[src/rtl/tile_pkg.sv]
// Shared types and constants for the 16-tile memory-matching game controller.
package tile_pkg;

  localparam int unsigned N_TILES    = 16;
  localparam int unsigned N_PAIRS    = 8;
  localparam int unsigned IDX_W      = 4;
  localparam int unsigned TILE_VAL_W = 3;

  typedef logic [TILE_VAL_W-1:0] tile_val_t;

  typedef enum logic [1:0] {
    S_FIRST,
    S_SECOND,
    S_SHOW,
    S_WIN
  } state_e;

endpackage

[src/rtl/key_pulse.sv]
// Two-flop synchroniser for a raw active-low button plus a history flop;
// emits a one-cycle pulse on each synchronised falling edge.
module key_pulse (
  input  logic clk,
  input  logic reset,
  input  logic key_n,
  output logic press
);

  logic s1_q, s2_q, s3_q;

  // Reset to the released level so that leaving reset never fakes a press.
  always_ff @(posedge clk) begin
    if (reset) begin
      s1_q <= 1'b1;
      s2_q <= 1'b1;
      s3_q <= 1'b1;
    end else begin
      s1_q <= key_n;
      s2_q <= s1_q;
      s3_q <= s2_q;
    end
  end

  assign press = s3_q & ~s2_q;

endmodule

[src/rtl/tile_match_ctrl.sv]
// Sequencing controller for the memory-matching game: takes two tile picks,
// reveals them for SHOW_CYCLES, then scores the pair and tracks progress.
module tile_match_ctrl
  import tile_pkg::*;
#(
  parameter int unsigned SHOW_CYCLES = 50_000_000,
  parameter int unsigned VAL_W       = 3,
  parameter int unsigned MOVE_MAX    = 99
) (
  input  logic             CLOCK_50,
  input  logic             reset,
  input  logic             key_sel_n,
  input  logic [3:0]       sel_idx,
  input  logic [VAL_W-1:0] tile_val,
  output logic [3:0]       rd_idx,
  output logic [VAL_W-1:0] first_val,
  output logic             first_valid,
  output logic [VAL_W-1:0] second_val,
  output logic             second_valid,
  output logic [15:0]      matched,
  output logic [3:0]       pairs,
  output logic [6:0]       moves,
  output logic             busy,
  output logic             win
);

  localparam int unsigned TW = $clog2(SHOW_CYCLES);

  logic press;

  state_e               state_q, state_d;
  logic [TW-1:0]        timer_q, timer_d;
  logic [IDX_W-1:0]     first_idx_q, first_idx_d;
  logic [IDX_W-1:0]     second_idx_q, second_idx_d;
  logic [VAL_W-1:0]     first_val_q, first_val_d;
  logic [VAL_W-1:0]     second_val_q, second_val_d;
  logic                 first_valid_q, first_valid_d;
  logic                 second_valid_q, second_valid_d;
  logic [N_TILES-1:0]   matched_q, matched_d;
  logic [3:0]           pairs_q, pairs_d;
  logic [6:0]           moves_q, moves_d;

  key_pulse u_key_pulse (
    .clk   (CLOCK_50),
    .reset (reset),
    .key_n (key_sel_n),
    .press (press)
  );

  always_ff @(posedge CLOCK_50) begin
    if (reset) begin
      state_q        <= S_FIRST;
      timer_q        <= '0;
      first_idx_q    <= '0;
      second_idx_q   <= '0;
      first_val_q    <= '0;
      second_val_q   <= '0;
      first_valid_q  <= 1'b0;
      second_valid_q <= 1'b0;
      matched_q      <= '0;
      pairs_q        <= '0;
      moves_q        <= '0;
    end else begin
      state_q        <= state_d;
      timer_q        <= timer_d;
      first_idx_q    <= first_idx_d;
      second_idx_q   <= second_idx_d;
      first_val_q    <= first_val_d;
      second_val_q   <= second_val_d;
      first_valid_q  <= first_valid_d;
      second_valid_q <= second_valid_d;
      matched_q      <= matched_d;
      pairs_q        <= pairs_d;
      moves_q        <= moves_d;
    end
  end

  always_comb begin
    state_d        = state_q;
    timer_d        = timer_q;
    first_idx_d    = first_idx_q;
    second_idx_d   = second_idx_q;
    first_val_d    = first_val_q;
    second_val_d   = second_val_q;
    first_valid_d  = first_valid_q;
    second_valid_d = second_valid_q;
    matched_d      = matched_q;
    pairs_d        = pairs_q;
    moves_d        = moves_q;

    unique case (state_q)
      S_FIRST: begin
        if (press && !matched_q[sel_idx]) begin
          first_idx_d   = sel_idx;
          first_val_d   = tile_val;
          first_valid_d = 1'b1;
          state_d       = S_SECOND;
        end
      end
      S_SECOND: begin
        if (press && !matched_q[sel_idx] && (sel_idx != first_idx_q)) begin
          second_idx_d   = sel_idx;
          second_val_d   = tile_val;
          second_valid_d = 1'b1;
          timer_d        = TW'(SHOW_CYCLES - 1);
          state_d        = S_SHOW;
        end
      end
      S_SHOW: begin
        // Presses are dropped here, including one landing on the exit cycle.
        if (timer_q == '0) begin
          if (first_val_q == second_val_q) begin
            matched_d[first_idx_q]  = 1'b1;
            matched_d[second_idx_q] = 1'b1;
            pairs_d                 = pairs_q + 4'd1;
          end
          moves_d        = (moves_q >= 7'(MOVE_MAX)) ? 7'(MOVE_MAX) : moves_q + 7'd1;
          first_valid_d  = 1'b0;
          second_valid_d = 1'b0;
          first_val_d    = '0;
          second_val_d   = '0;
          state_d        = (pairs_d == 4'(N_PAIRS)) ? S_WIN : S_FIRST;
        end else begin
          timer_d = timer_q - TW'(1);
        end
      end
      S_WIN: begin
      end
      default: state_d = S_FIRST;
    endcase
  end

  assign rd_idx       = sel_idx;
  assign first_val    = first_val_q;
  assign first_valid  = first_valid_q;
  assign second_val   = second_val_q;
  assign second_valid = second_valid_q;
  assign matched      = matched_q;
  assign pairs        = pairs_q;
  assign moves        = moves_q;
  assign busy         = (state_q == S_SHOW);
  assign win          = (state_q == S_WIN);

endmodule

[config.mk]
export PLATFORM = sky130hd
export DESIGN_NAME = tile_match_ctrl
export DESIGN_NICKNAME = d
export VERILOG_FILES = /design/src/rtl/tile_pkg.sv /design/src/rtl/key_pulse.sv /design/src/rtl/tile_match_ctrl.sv
export SDC_FILE = /design/constraint.sdc
export NUM_CORES = 1
export LEC_CHECK = 0
export CAP_MARGIN = 20
export CORE_MARGIN = 4
export CORE_UTILIZATION = 40
export CTS_BUF_LIST = sky130_fd_sc_hd__clkbuf_16
export DETAILED_ROUTE_END_ITERATION = 8
export GPL_ROUTABILITY_DRIVEN = 0
export MAX_ROUTING_LAYER = met4
export PLACE_DENSITY = 0.69
export SLEW_MARGIN = 20
export SYNTH_ARGS = -nofsm -noshare
export SYNTH_HDL_FRONTEND = slang
export SYNTH_SLANG_ARGS = --single-unit
[constraint.sdc]
create_clock -name CLOCK_50 -period 6.23 [get_ports CLOCK_50]
set_input_delay 0.623 -clock CLOCK_50 [delete_from_list [all_inputs] [get_ports CLOCK_50]]
set_output_delay 0.623 -clock CLOCK_50 [all_outputs]
set_load 0.005 [all_outputs]
### After elaboration in Yosys (flattened, before gate mapping)

Cells that the tools add are included.
Widths: inputs -> output; s select.

* output and inout port bits: 41
* bits of input ports: 10
* logic and storage cells: 83
* flip-flop bits (word level): 74

* $lt $le $gt $ge: 6
* bitwise operators: 4
* add/subtract/negate cells: 3
* reduce and logical (&&, ||, !) cells: 18
* muxes and demuxes: 28
* equality and inequality tests: 10

Operators with widths (number)
* $mux 26: 2
* $pmux 26 s2: 1
* $or 16x16->16: 2
* $logic_not 26->1: 1
* $sub 26x1->26 const B: 1
* $lt 4x5->1 const B: 3
* $mux 4: 3
* $pmux 3 s2: 2
* $reduce_and 3->1: 4
* $mux 3: 3
* $demux 1 s4: 2
* $ge 4x1->1 const B: 2
* $mux 2: 4
* $add 7x1->7 const B: 1
* $ge 7x7->1 const B: 1
* $mux 7: 1
* $mux 1: 6
* $ne 2x2->1 const B: 3
* $pmux 2 s3: 1
* $reduce_and 2->1: 3
* $add 4x1->4 const B: 1
* $bmux 1 s4: 1
* $eq 2x2->1 const B: 2
* $eq 4x4->1 const B: 1
* other kinds (13): 18

### Logic depth before layout (Yosys ltp)

* depth after elaboration: 8
* gate-level depth with buffers: 10
* mapped depth without buffers: 8

### Cells and area by module

From an unflattened synthesis, not the netlist that was laid out.

* cells, all modules: 496
* area total of the unflattened synthesis: 4046.4 µm²

Modules (own cells, without submodules)
* tile_match_ctrl: instances 1, seq. area each 1421.4 µm², area an instance 3961.3 µm², cells an instance 489
* key_pulse: instances 1, seq. area each 60.1 µm², area an instance 85.1 µm², cells an instance 7

### Worst setup path before layout

Ideal clock, no wire load.

* path kind: input -> register
* from: input port sel_idx[0]
* to: register first_valid_q, in the netlist first_valid
* path slack: 3376 ps
* required time: 6113 ps
* arrival: 2736 ps
* path buffers: 2
* stages on the path: 8
* path through: buf_2 mux4_2 nand2b_1 a21boi_0 and3_1 clkbuf_1 o21ai_1 a32o_1

* word-level cells in the longest chain between the ends: 6

RTL lines
* start, declared: line tile_match_ctrl.sv:13 `input logic [3:0] sel_idx,`
* $bmux 1 s4: line tile_match_ctrl.sv:93 `if (press && !matched_q[sel_idx]) begin`
* $mux 1 (not written as such): line tile_match_ctrl.sv:93
* $logic_not 1->1: line tile_match_ctrl.sv:93
* $logic_and 1x1->1: line tile_match_ctrl.sv:93
* $ne 2x2->1 (no source line)
* $reduce_and 3->1 (no source line)
* end signal, assigned: line tile_match_ctrl.sv:70 `first_valid_q <= first_valid_d;`
* end, declared: line tile_match_ctrl.sv:37 `logic first_valid_q, first_valid_d;`

Every way passes these cells. The select of a mux whose other input is x is not followed.
A chain may end at the register's enable or synchronous reset.

### Worst setup path after layout

* from: input port sel_idx[0]
* to: register timer_q[3]

* word-level cells in the longest chain between the ends: 7
* elaborated cells between the ends (all ways): 8
* those cells by class: 2 x eq/ne; 2 x mux; 4 x reduce/logical

RTL lines
* $bmux 1 s4: line tile_match_ctrl.sv:101 `if (press && !matched_q[sel_idx] && (sel_idx != first_idx_q)) begin`
* $mux 1 (not written as such): line tile_match_ctrl.sv:101
* $logic_not 1->1: line tile_match_ctrl.sv:101
* $logic_and 1x1->1: line tile_match_ctrl.sv:101
* $logic_and 1x1->1 *: line tile_match_ctrl.sv:101
* $ne 2x2->1 (no source line) *
* $reduce_and 3->1 (no source line) *
* end signal, assigned: line tile_match_ctrl.sv:65 `timer_q <= timer_d;`
* end, declared: line tile_match_ctrl.sv:32 `logic [TW-1:0] timer_q, timer_d;`

Every way passes the cells marked *; elsewhere a longest branch is shown, timed or not. The select of a mux whose other input is x is not followed.

==> results.md <==
Run status:
- The flow ran to the end, and the final reports show no timing, DRC or antenna violations.

Die:
- The initialized floorplan defines 35 standard-cell rows.
- The die is 106 microns tall.
- The die outline area is 0.0112 sq mm.
- After floorplanning, the core was sized to cover 0.00928 sq mm.
- For this configuration, the core starts out at a cell density of 0.412.
- From left edge to right edge, the die measures 106 microns.
- The number of top-level pins is 51.

Layout:
- In the final layout, the share of cells above drive strength 1 is 0.0754.
- Relative to the synthesized area, the layout overhead comes to 21.4%.
- The net count reported at finish is 503.
- 0 antenna diodes ended up in the layout.

Clock network:
- For this design, the CTS-stage hold fixing added 0 buffers.
- Once the clock tree was built, the setup fixing pass inserted 0 buffers.
- The maximum root-to-sink buffer count is 2.
- The TritonCTS clock tree is built.
- The clock sink total is 74.
- The source-to-sink clock delay at the later pin of the worst-skew pair is about 0.33 ns.
- The number of gates resized after CTS was 0.
- The register clock-pin slew on the reported worst setup and hold paths is 0.05 ns.
- The root cell of the clock tree is clkbuf_16.
- The clock buffer count from CTS is 9.
- The H-tree was split into 3 levels.

Power and ir drop:
- Of the total power, the share spent switching nets is 0.270.
- The leakage dissipation is 1.63 nW.
- The maximum vdd drop is 0.140 mV.
- Summing internal, switching and leakage power gives 1.10 mW.
- The internal power component is 0.801 mW.
- The share of total power dissipated in combinational logic is 0.142.
- The net switching power is 0.297 mW.
- Dividing total power by cell area gives a power density of 236 mW/mm^2.
- The clock share of power is 0.407.
- Of the total power, registers draw 0.450.

Route:
- The detailed-routing iteration count for the pre-antenna-repair pass is 4.
- The detailed-route via count is between 3000 and 4000.
- After detailed routing, the average wire length per cell comes to 15.6 microns.
- The via density per instance is 5.67.
- After detailed routing, the total wire length is 9.65 mm.
- In this run, the number of DRC markers left after iteration 0 of detailed routing was 213.
- The count of nets left with antenna violations once routing finished came out at 0.
- For this run, design rule violations remaining after detail routing come to 0.

Logic synthesis:
- The fraction of registers with async set/reset is 0.
- The count of flip-flops with a built-in enable after synthesis is 0.
- In this run, synthesis produced a sequential element count of between 70 and 80.
- For this run, the number of Yosys warnings is 0.
- For this run, the leading register cell type out of synthesis is dfxtp_1.
- The top cell type by total area after synthesis is dfxtp_1.
- The post-synthesis average cell area is 8.51 sq um.
- The share of the synthesized area in the top cell type is 0.388.
- Yosys attributes the largest share of cell area to dfxtp_1, nor2_1, a21oi_1.
- In this run the cell area of the synthesized design comes to 0.00382 sq mm.
- The number of different library cells in the post-synthesis netlist is 60.
- The cell count after synthesis came out at 449.
- The total nets after synthesis is roughly 470.
- Of the synthesized area, sequential elements account for 0.388.

STA:
- Based on the critical path, the design can be clocked at up to 275 MHz.
- The number of failing hold endpoints at the final stage was 0.
- The final-report max-slew violation count was 0.
- The normalized max-slew margin is 0.455.
- The final total negative setup slack is 0 ns.
- The maximum clock skew at final layout is 0.00539 ns.
- Setup repair after global routing left no endpoint under its margin.
- The pin slew with the least headroom to its limit is 0.807 ns.
- The final count of negative-setup-slack endpoints is 0.
- The share of the cycle needed by the critical path after routing is 0.583.
- The final critical-path required period is 3.63 ns.

Place:
- The total half-perimeter wirelength after legalization and detailed placement is 6.64 mm.
- The number of input and output port buffers inserted is 50.

GRT:
- The initial antenna violation count is 0.
- The maximum number of pins on one net before global-route repair is 66.
- The global-route congestion overflow total is 0.
- The global-route wire length before repair is 16.1 mm.
- Across every metal layer, demand over resource in global routing totals 0.179.
- The number of global-route vias before repair is 3347.

Critical path:
- The worst register-to-register path has a depth of 8.
- At the worst endpoint, the required time is 6.46 ns.
- Of all nets on the critical path, the largest fanout is 26.
- The data arrival time at the worst-slack endpoint is just under 4 ns.
- The path type of the worst setup path is primary input to register.
- The worst setup path is captured at a register.
- The startpoint type of the worst setup path is a primary input.

Worst hold path:
- In this run the worst hold path is classified as register to register.
- Counting instances, the worst hold path has a depth of 1.

Job:
- Max-cap violations in this run came to 0.
sequential cells by signal, summed over array words and instances, names as in the netlist:
name and flops:
first_valid 1, second_idx_q 4, moves 7, second_valid 1
first_val 3, pairs 4, u_key_pulse.s1_q 1, timer_q 26
first_idx_q 4, u_key_pulse.s2_q 1, matched 16, second_val 3
u_key_pulse.s3_q 1, state_q 2
critical path: stages:
cell             delay (ns)
clkdlybuf4s50_1        0.77
mux4_2                 0.58
a22oi_1                0.42
o311ai_0               0.38
o22ai_4                0.64
a21oi_1                0.13
a311oi_1               0.30
area by class of cell:
type | count | area, sq um
fill | 905 | 4640
sequential | 74 | 1480
clock buffer | 9 | 225
multi-input combinational | 341 | 2200
tap | 129 | 161
inverter | 7 | 26.3
clock inverter | 7 | 28.8
timing repair buffer | 53 | 518
power by group through the flow:
stage	registers (mW)	clock network, mW	logic, mW
CTS	0.494	0.457	0.153
detailed placement	0.504	0	0.152
floorplan	0.502	0	0.112
global placement	0.504	0	0.149
finish	0.494	0.447	0.156
global route	0.496	0.477	0.174
routing by layer:
layer / vias to the layer above / GRT usage / routed length [microns]
met4: 0 / 0.0537 / 138
met1: 1671 / 0.225 / 4480
met2: 89 / 0.293 / 4620
met3: 13 / 0.0349 / 413
li1: 1743 / - / -
met5: - / - / 0
final timing paths:
check	start	to	slack, ns
max	sel_idx[0]	timer_q[3]	2.60
min reg2reg	u_key_pulse.s1_q	u_key_pulse.s2_q	0.41
max reg2reg	state_q[0]	timer_q[16]	3.28
min	u_key_pulse.s1_q	u_key_pulse.s2_q	0.41
synth_stat cells, types with 4 or more instances:
| library cell | n |
|---|---|
| dfxtp_1 | 74 |
| nor2_1 | 55 |
| a21oi_1 | 38 |
| nand2_1 | 36 |
| mux2i_1 | 18 |
| a311oi_1 | 17 |
| clkbuf_1 | 17 |
| o22ai_1 | 16 |
| nand2b_1 | 14 |
| nor3_1 | 13 |
| o21ai_0 | 13 |
| or2_2 | 9 |
| xnor2_1 | 9 |
| nand3_1 | 8 |
| nor4_1 | 8 |
| ha_1 | 7 |
| inv_1 | 6 |
| a31oi_1 | 5 |
| a32o_1 | 5 |
| nor2b_1 | 5 |
| or3_1 | 5 |
| and3_1 | 4 |
| buf_2 | 4 |
| buf_4 | 4 |
| nand4_1 | 4 |
| o31ai_1 | 4 |
cells by family (layout without fill, tap and decap cells):
kind of cell | after synthesis | in the layout | synth area share
compound gates | 123 | 123 | 0.221
mux | 21 | 21 | 0.0648
buf+inv | 34 | 76 | 0.0406
xor+xnor | 11 | 11 | 0.0252
flops | 74 | 74 | 0.388
fa+ha+maj | 7 | 7 | 0.0229
simple gates | 179 | 179 | 0.238
stage by stage:
| step | cells | hold slack [ns] | cell area (sq um) | util | worst slack [ns] |
|---|---|---|---|---|---|
| detailed placement | 604 | 0.399 | 4380 | 0.472 | 2.10 |
| floorplan | 449 | 0.389 | 3820 | - | 3.38 |
| CTS | 620 | 0.417 | 4630 | 0.499 | 2.44 |
| finish | 620 | 0.412 | 4640 | 0.500 | 2.60 |
| global placement | 604 | 0.404 | 4380 | 0.472 | 2.15 |
| global route | 620 | 0.434 | 4640 | 0.500 | 2.29 |
cells in the final DEF, fill, tap and decap left out, types with 4 or more instances in the layout:
master,netlist,routed
or2_2,9,9
a21oi_1,38,38
mux2i_1,18,18
nand4_1,4,4
clkbuf_16,0,9
and3_1,4,4
nand2b_1,14,14
clkinv_1,1,4
o31ai_1,4,4
nand2_1,36,36
nor2_1,55,55
nand3_1,8,8
a311oi_1,17,17
dfxtp_1,74,74
nor4_1,8,7
inv_1,6,8
or3_1,5,5
a32o_1,5,5
ha_1,7,7
a31oi_1,5,5
nor3_1,13,13
xnor2_1,9,9
clkdlybuf4s50_1,0,49
nor2b_1,5,5
o21ai_0,13,13
o22ai_1,16,16
Note: power is estimated with default switching activity, not from simulation.
